<file path="config.mk">
export PLATFORM = sky130hd
export DESIGN_NAME = upsp_ac_wr_framer
export DESIGN_NICKNAME = d
export VERILOG_FILES = /design/src/rtl/upsp_ac_wr_framer.sv
export SDC_FILE = /design/constraint.sdc
export NUM_CORES = 1
export LEC_CHECK = 0
export ABC_AREA = 1
export BUFFER_PORTS_ARGS = -buffer_cell sky130_fd_sc_hd__buf_2
export CAP_MARGIN = 20
export CELL_PAD_IN_SITES_DETAIL_PLACEMENT = 0
export CELL_PAD_IN_SITES_GLOBAL_PLACEMENT = 1
export CORE_UTILIZATION = 52
export CTS_BUF_LIST = sky130_fd_sc_hd__clkbuf_8
export DETAILED_ROUTE_END_ITERATION = 7
export PLACE_DENSITY = 0.93
export SETUP_SLACK_MARGIN = 0.1
export SYNTH_ARGS = -nofsm -noshare
export SYNTH_HDL_FRONTEND = slang
export SYNTH_SLANG_ARGS = --single-unit
export TNS_END_PERCENT = 30
</file>
<file path="constraint.sdc">
create_clock -name clk -period 5.2 [get_ports clk]
set_clock_uncertainty 0.2 [all_clocks]
set_input_delay 1.04 -clock clk [delete_from_list [all_inputs] [get_ports clk]]
set_output_delay 1.04 -clock clk [all_outputs]
set_load 0.1 [all_outputs]
</file>
<file path="src/rtl/upsp_ac_wr_framer.sv">
// Write-side output framer for the upscaled pixel stream.
// Buffers incoming pixels in a small FIFO. At push time it tags each pixel
// with frame position markers (sof/eol/eof), taken from the raster column and
// row counters. It re-emits the pixels with start-of-frame (tuser) and
// end-of-line (tlast) markers, and pulses frame_done after the final pixel
// of a frame has been popped.
module upsp_ac_wr_framer #(
  parameter int DST_WIDTH  = 3840,
  parameter int DST_HEIGHT = 2160,
  parameter int FIFO_DEPTH = 4
) (
  input  logic        clk,
  input  logic        rst,
  input  logic [23:0] upsp_ac_wdata,
  input  logic        upsp_ac_wvalid,
  output logic        ac_upsp_wready,
  output logic [23:0] m_tdata,
  output logic        m_tvalid,
  input  logic        m_tready,
  output logic        m_tuser,
  output logic        m_tlast,
  output logic        frame_done
);

  localparam int PTR_W = $clog2(FIFO_DEPTH);
  localparam int CNT_W = PTR_W + 1;
  localparam int COL_W = (DST_WIDTH  > 1) ? $clog2(DST_WIDTH)  : 1;
  localparam int ROW_W = (DST_HEIGHT > 1) ? $clog2(DST_HEIGHT) : 1;

  localparam logic [CNT_W-1:0] FULL_CNT = CNT_W'(FIFO_DEPTH);
  localparam logic [COL_W-1:0] LAST_COL = COL_W'(DST_WIDTH - 1);
  localparam logic [ROW_W-1:0] LAST_ROW = ROW_W'(DST_HEIGHT - 1);

  // One buffered pixel together with its frame position tags.
  typedef struct packed {
    logic [23:0] data;
    logic        sof;
    logic        eol;
    logic        eof;
  } entry_t;

  entry_t           mem_q [FIFO_DEPTH];
  logic [PTR_W-1:0] wr_ptr_q, wr_ptr_d;
  logic [PTR_W-1:0] rd_ptr_q, rd_ptr_d;
  logic [CNT_W-1:0] count_q, count_d;
  logic [COL_W-1:0] col_q, col_d;
  logic [ROW_W-1:0] row_q, row_d;
  logic             frame_done_q, frame_done_d;

  entry_t push_entry;
  entry_t head;
  logic   empty;
  logic   push;
  logic   pop;

  // Ready is taken from the registered count only. A pop in the same cycle
  // therefore never opens a slot for a push into a full FIFO.
  assign empty          = (count_q == '0);
  assign ac_upsp_wready = (count_q != FULL_CNT);
  assign m_tvalid       = !empty;
  assign push           = upsp_ac_wvalid && ac_upsp_wready;
  assign pop            = m_tvalid && m_tready;

  // Head fields are forced to zero while empty so the outputs never show stale entries.
  assign head       = empty ? '0 : mem_q[rd_ptr_q];
  assign m_tdata    = head.data;
  assign m_tuser    = head.sof;
  assign m_tlast    = head.eol;
  assign frame_done = frame_done_q;

  // Tag the incoming pixel and compute the next raster position, pointers and count.
  always_comb begin
    // NOTE: every variable gets a default before any branch so no latch is inferred.
    push_entry.data = upsp_ac_wdata;
    push_entry.sof  = (col_q == '0) && (row_q == '0);
    push_entry.eol  = (col_q == LAST_COL);
    push_entry.eof  = push_entry.eol && (row_q == LAST_ROW);

    col_d        = col_q;
    row_d        = row_q;
    wr_ptr_d     = wr_ptr_q;
    rd_ptr_d     = rd_ptr_q;
    count_d      = count_q;
    frame_done_d = pop && head.eof;

    if (push) begin
      wr_ptr_d = wr_ptr_q + PTR_W'(1);
      if (push_entry.eol) begin
        col_d = '0;
        row_d = push_entry.eof ? '0 : row_q + ROW_W'(1);
      end else begin
        col_d = col_q + COL_W'(1);
      end
    end

    if (pop) begin
      rd_ptr_d = rd_ptr_q + PTR_W'(1);
    end

    unique case ({push, pop})
      2'b10:   count_d = count_q + CNT_W'(1);
      2'b01:   count_d = count_q - CNT_W'(1);
      default: count_d = count_q;
    endcase
  end

  // Control state register with synchronous reset. Reset discards all buffered pixels.
  always_ff @(posedge clk) begin
    // NOTE: sequential state uses non-blocking assignments so all registers update together.
    if (rst) begin
      wr_ptr_q     <= '0;
      rd_ptr_q     <= '0;
      count_q      <= '0;
      col_q        <= '0;
      row_q        <= '0;
      frame_done_q <= 1'b0;
    end else begin
      wr_ptr_q     <= wr_ptr_d;
      rd_ptr_q     <= rd_ptr_d;
      count_q      <= count_d;
      col_q        <= col_d;
      row_q        <= row_d;
      frame_done_q <= frame_done_d;
    end
  end

  // FIFO storage write.
  always_ff @(posedge clk) begin
    // NOTE: storage is not reset; the count/pointers decide validity, so contents are don't-care.
    if (push) begin
      mem_q[wr_ptr_q] <= push_entry;
    end
  end

endmodule

</file>
==> metrics.cfg <==
[routing]
wl_um = 11900
vias_per_cell = 5.29
via_count = 4342
drc = 0
drtAntennaViolNets = 0
firstDrtPassIters = 5
wl_per_cell_um = 14.5
drt_iter0_drc = 278

[synth]
syn_nets = 643
synth_top_area_share_pct = 53.4
async_reset_ff_share_pct = 0
ys_top_cells_by_area = edfxtp_1 (53%), dfxtp_1 (11%), nor2_1 (9.1%), o21ai_0 (5.4%), nand2_1 (4.3%)
synth_edf_count = 108
synth_most_common_cell = nor2_1
synthTopCellsByCount = nor2_1 (147), edfxtp_1 (108), nand2_1 (70)
post-synth-top-area-cell = edfxtp_1
syn_inst = 605
ys_seq_area_share_pct = 64.6
syn_area_per_cell_sq_um = 10.0
ys.flop_type = edfxtp_1
yosysUniqueCellTypes = 30
syn-cell-area_sq_um = 6070
yosys_warnings = 0
ys_seq_elements = 142

[timing]
hold_violations = 0
tightest_slew_ps = 1020
fin_setup_tns_ps = 0
slew_headroom_pct = 32.0
period_minus_slack_ps = 4070
rsz0062_at_grt = false
finalMaxSlewViolations = 0
setup_slack_ps = 1130
post-route-period-util_pct = 78.2
finalSetupViolCount = 0
clock.fmax_ghz = 0.246

[critical_path]
critPathKind = reg -> out
reg2reg_setup_slack_ps = 2660
critPathMaxFanout = 55
required_ps = 3960
cp_cell_sequence = inv_2 -> o21ai_0 -> a21oi_1 -> buf_2
slowest_stage = dfxtp_2
critPathMaxStageDelay_ps = 1000
worstSetupEndpointType = primary output
r2r_cells = 11
r2r-start = count_q[2]$_SDFFE_PP0P_
cp-start-kind = flip-flop
reg2reg_to = count_q[2]$_SDFFE_PP0P_
crit_arrival_ps = 2830

[place]
place_ws_ps = 1540
gp_congestion = 0.827
place_hpwl_um = 7540
io_buffers = 56

[flow_run]
cap_violations = 0

[power_and_ir_drop]
power.density_nw_per_um2 = 559
peakVddDrop_v = 0.000589
leakagePower_uw = 0.00266

[final_layout]
finalNetCount = 702
drive_above_1_share_pct = 17.3
syn2layout_area_growth_pct = 13.5

[clocking]
clk_path_buf_depth = 2
hold_buffers = 0
ctsHtreeMaxLevel = 4
cts_tree = built
cts_resized = 0
clock_sinks = 142
cts_setup_buffers = 0
cts_buffers = 17
clock_latency_ps = 420
root_buffer = clkbuf_8
path_clk_slew_ps = 70

[global_routing]
grt_use_total_pct = 21.0
grt_pass1_vias = 4127
gr-total-overflow = 0
busiest_layer = met2
global_route.usage.met2_pct = 37.0
grt_max_degree = 56
grt_util_met3_pct = 5.64
use_met1_pct = 25.0
antenna_found_initial = 1
grt_pass1_wl_um = 18900

[run_status]
outcome = finished clean

[min_path]
holdCritStartpoint = rd_ptr_q[0]$_SDFFE_PP0P_
whs_path_depth = 1
hold_class = reg -> reg

[die]
die_h_um = 110
fp-row-count = 39
core_region_area_sq_um = 11400
io_pins = 57
die-area_sq_um = 12100
initial_core_util_pct = 53.2
die_w_um = 110

per-stage QoR:
| step | hold WS, ps | instance area (sq um) | power [uW] | cells | util, % |
|---|---|---|---|---|---|
| after global placement | 249 | 6480 | 2990 | 788 | 56.8 |
| final | 279 | 6890 | 3850 | 821 | 60.4 |
| after floorplan | 236 | 6070 | 2750 | 605 | - |
| after CTS | 280 | 6890 | 3880 | 820 | 60.3 |
| after global routing | 319 | 6890 | 4030 | 821 | 60.4 |
| after detailed placement | 270 | 6480 | 3010 | 788 | 56.8 |
cells in the final DEF (no fill, tap or decap), drive strengths merged:
| cell type | synthesis | routed |
|---|---|---|
| nor2 | 155 | 155 |
| edfxtp | 108 | 108 |
| nand2 | 78 | 78 |
| o21ai | 72 | 72 |
| buf | 12 | 61 |
| inv | 49 | 50 |
| a21oi | 42 | 42 |
| dfxtp | 34 | 34 |
| clkbuf | 9 | 17 |
| nand3 | 14 | 14 |
| clkinv | 1 | 11 |
| ha | 9 | 9 |
| nand4 | 7 | 7 |
| nor4 | 4 | 4 |
| xor2 | 4 | 4 |
| nor3 | 4 | 4 |
| bufinv | 0 | 3 |
| diode | 0 | 1 |
| o211a | 1 | 1 |
| nand3b | 1 | 1 |
| fa | 1 | 1 |
| clkinvlp | 0 | 1 |
where the power goes:
group	switching (uW)	internal (uW)	total (uW)	leakage, uW
logic	1340	235	1570	0.00119
registers	76.8	1330	1410	0.00127
clock network	400	472	872	0.000200
metal layers:
metal | vias to the layer above | wire [um]
met1 | 2062 | 5180
met5 | - | 0
met2 | 111 | 6030
met3 | 9 | 578
li1 | 2160 | -
met4 | 0 | 134
worst max-delay path, delay by kind of cell, from the launching register on:
family,cells,cell delay (ps)
AOI/OAI and AO/OA,2,440
DFF,1,1000
buffers and inverters,2,940
cell type report:
class | instances | area (sq um)
antenna | 1 | 2.50
clock inverter | 15 | 170
inverter | 50 | 190
multi-input combinational | 392 | 1870
sequential | 142 | 3930
fill | 977 | 4530
tap | 143 | 179
timing repair buffer | 61 | 318
clock buffer | 17 | 234
kinds of logic (layout without fill, tap and decap cells):
| group | count (synthesis) | count (layout) | share of synthesized area (%) |
|---|---|---|---|
| compound gates | 115 | 115 | 9.62 |
| simple gates | 263 | 263 | 18.3 |
| xor+xnor | 4 | 4 | 0.577 |
| buf+inv | 71 | 143 | 4.70 |
| flops | 142 | 142 | 64.6 |
| fa+ha+maj | 10 | 10 | 2.18 |
| other cells | 0 | 1 | 0 |
worst max path at each step:
stage                              to  slack [ps]  cells past startpoint
after floorplan           m_tdata[10]         980                      5
after global placement    m_tdata[21]        1650                      4
after detailed placement  m_tdata[21]        1540                      4
after CTS                     m_tuser        1060                      4
after global routing      m_tdata[18]         860                      4
final                     m_tdata[14]        1130                      4
sequential cells by signal, indices dropped and copies added (netlist names), named ones only:
register,cells
row_q,12
col_q,12
frame_done,1
count_q,3
mem_q,108
rd_ptr_q,2
wr_ptr_q,2
No activity file was read; power rests on OpenSTA's default activity.
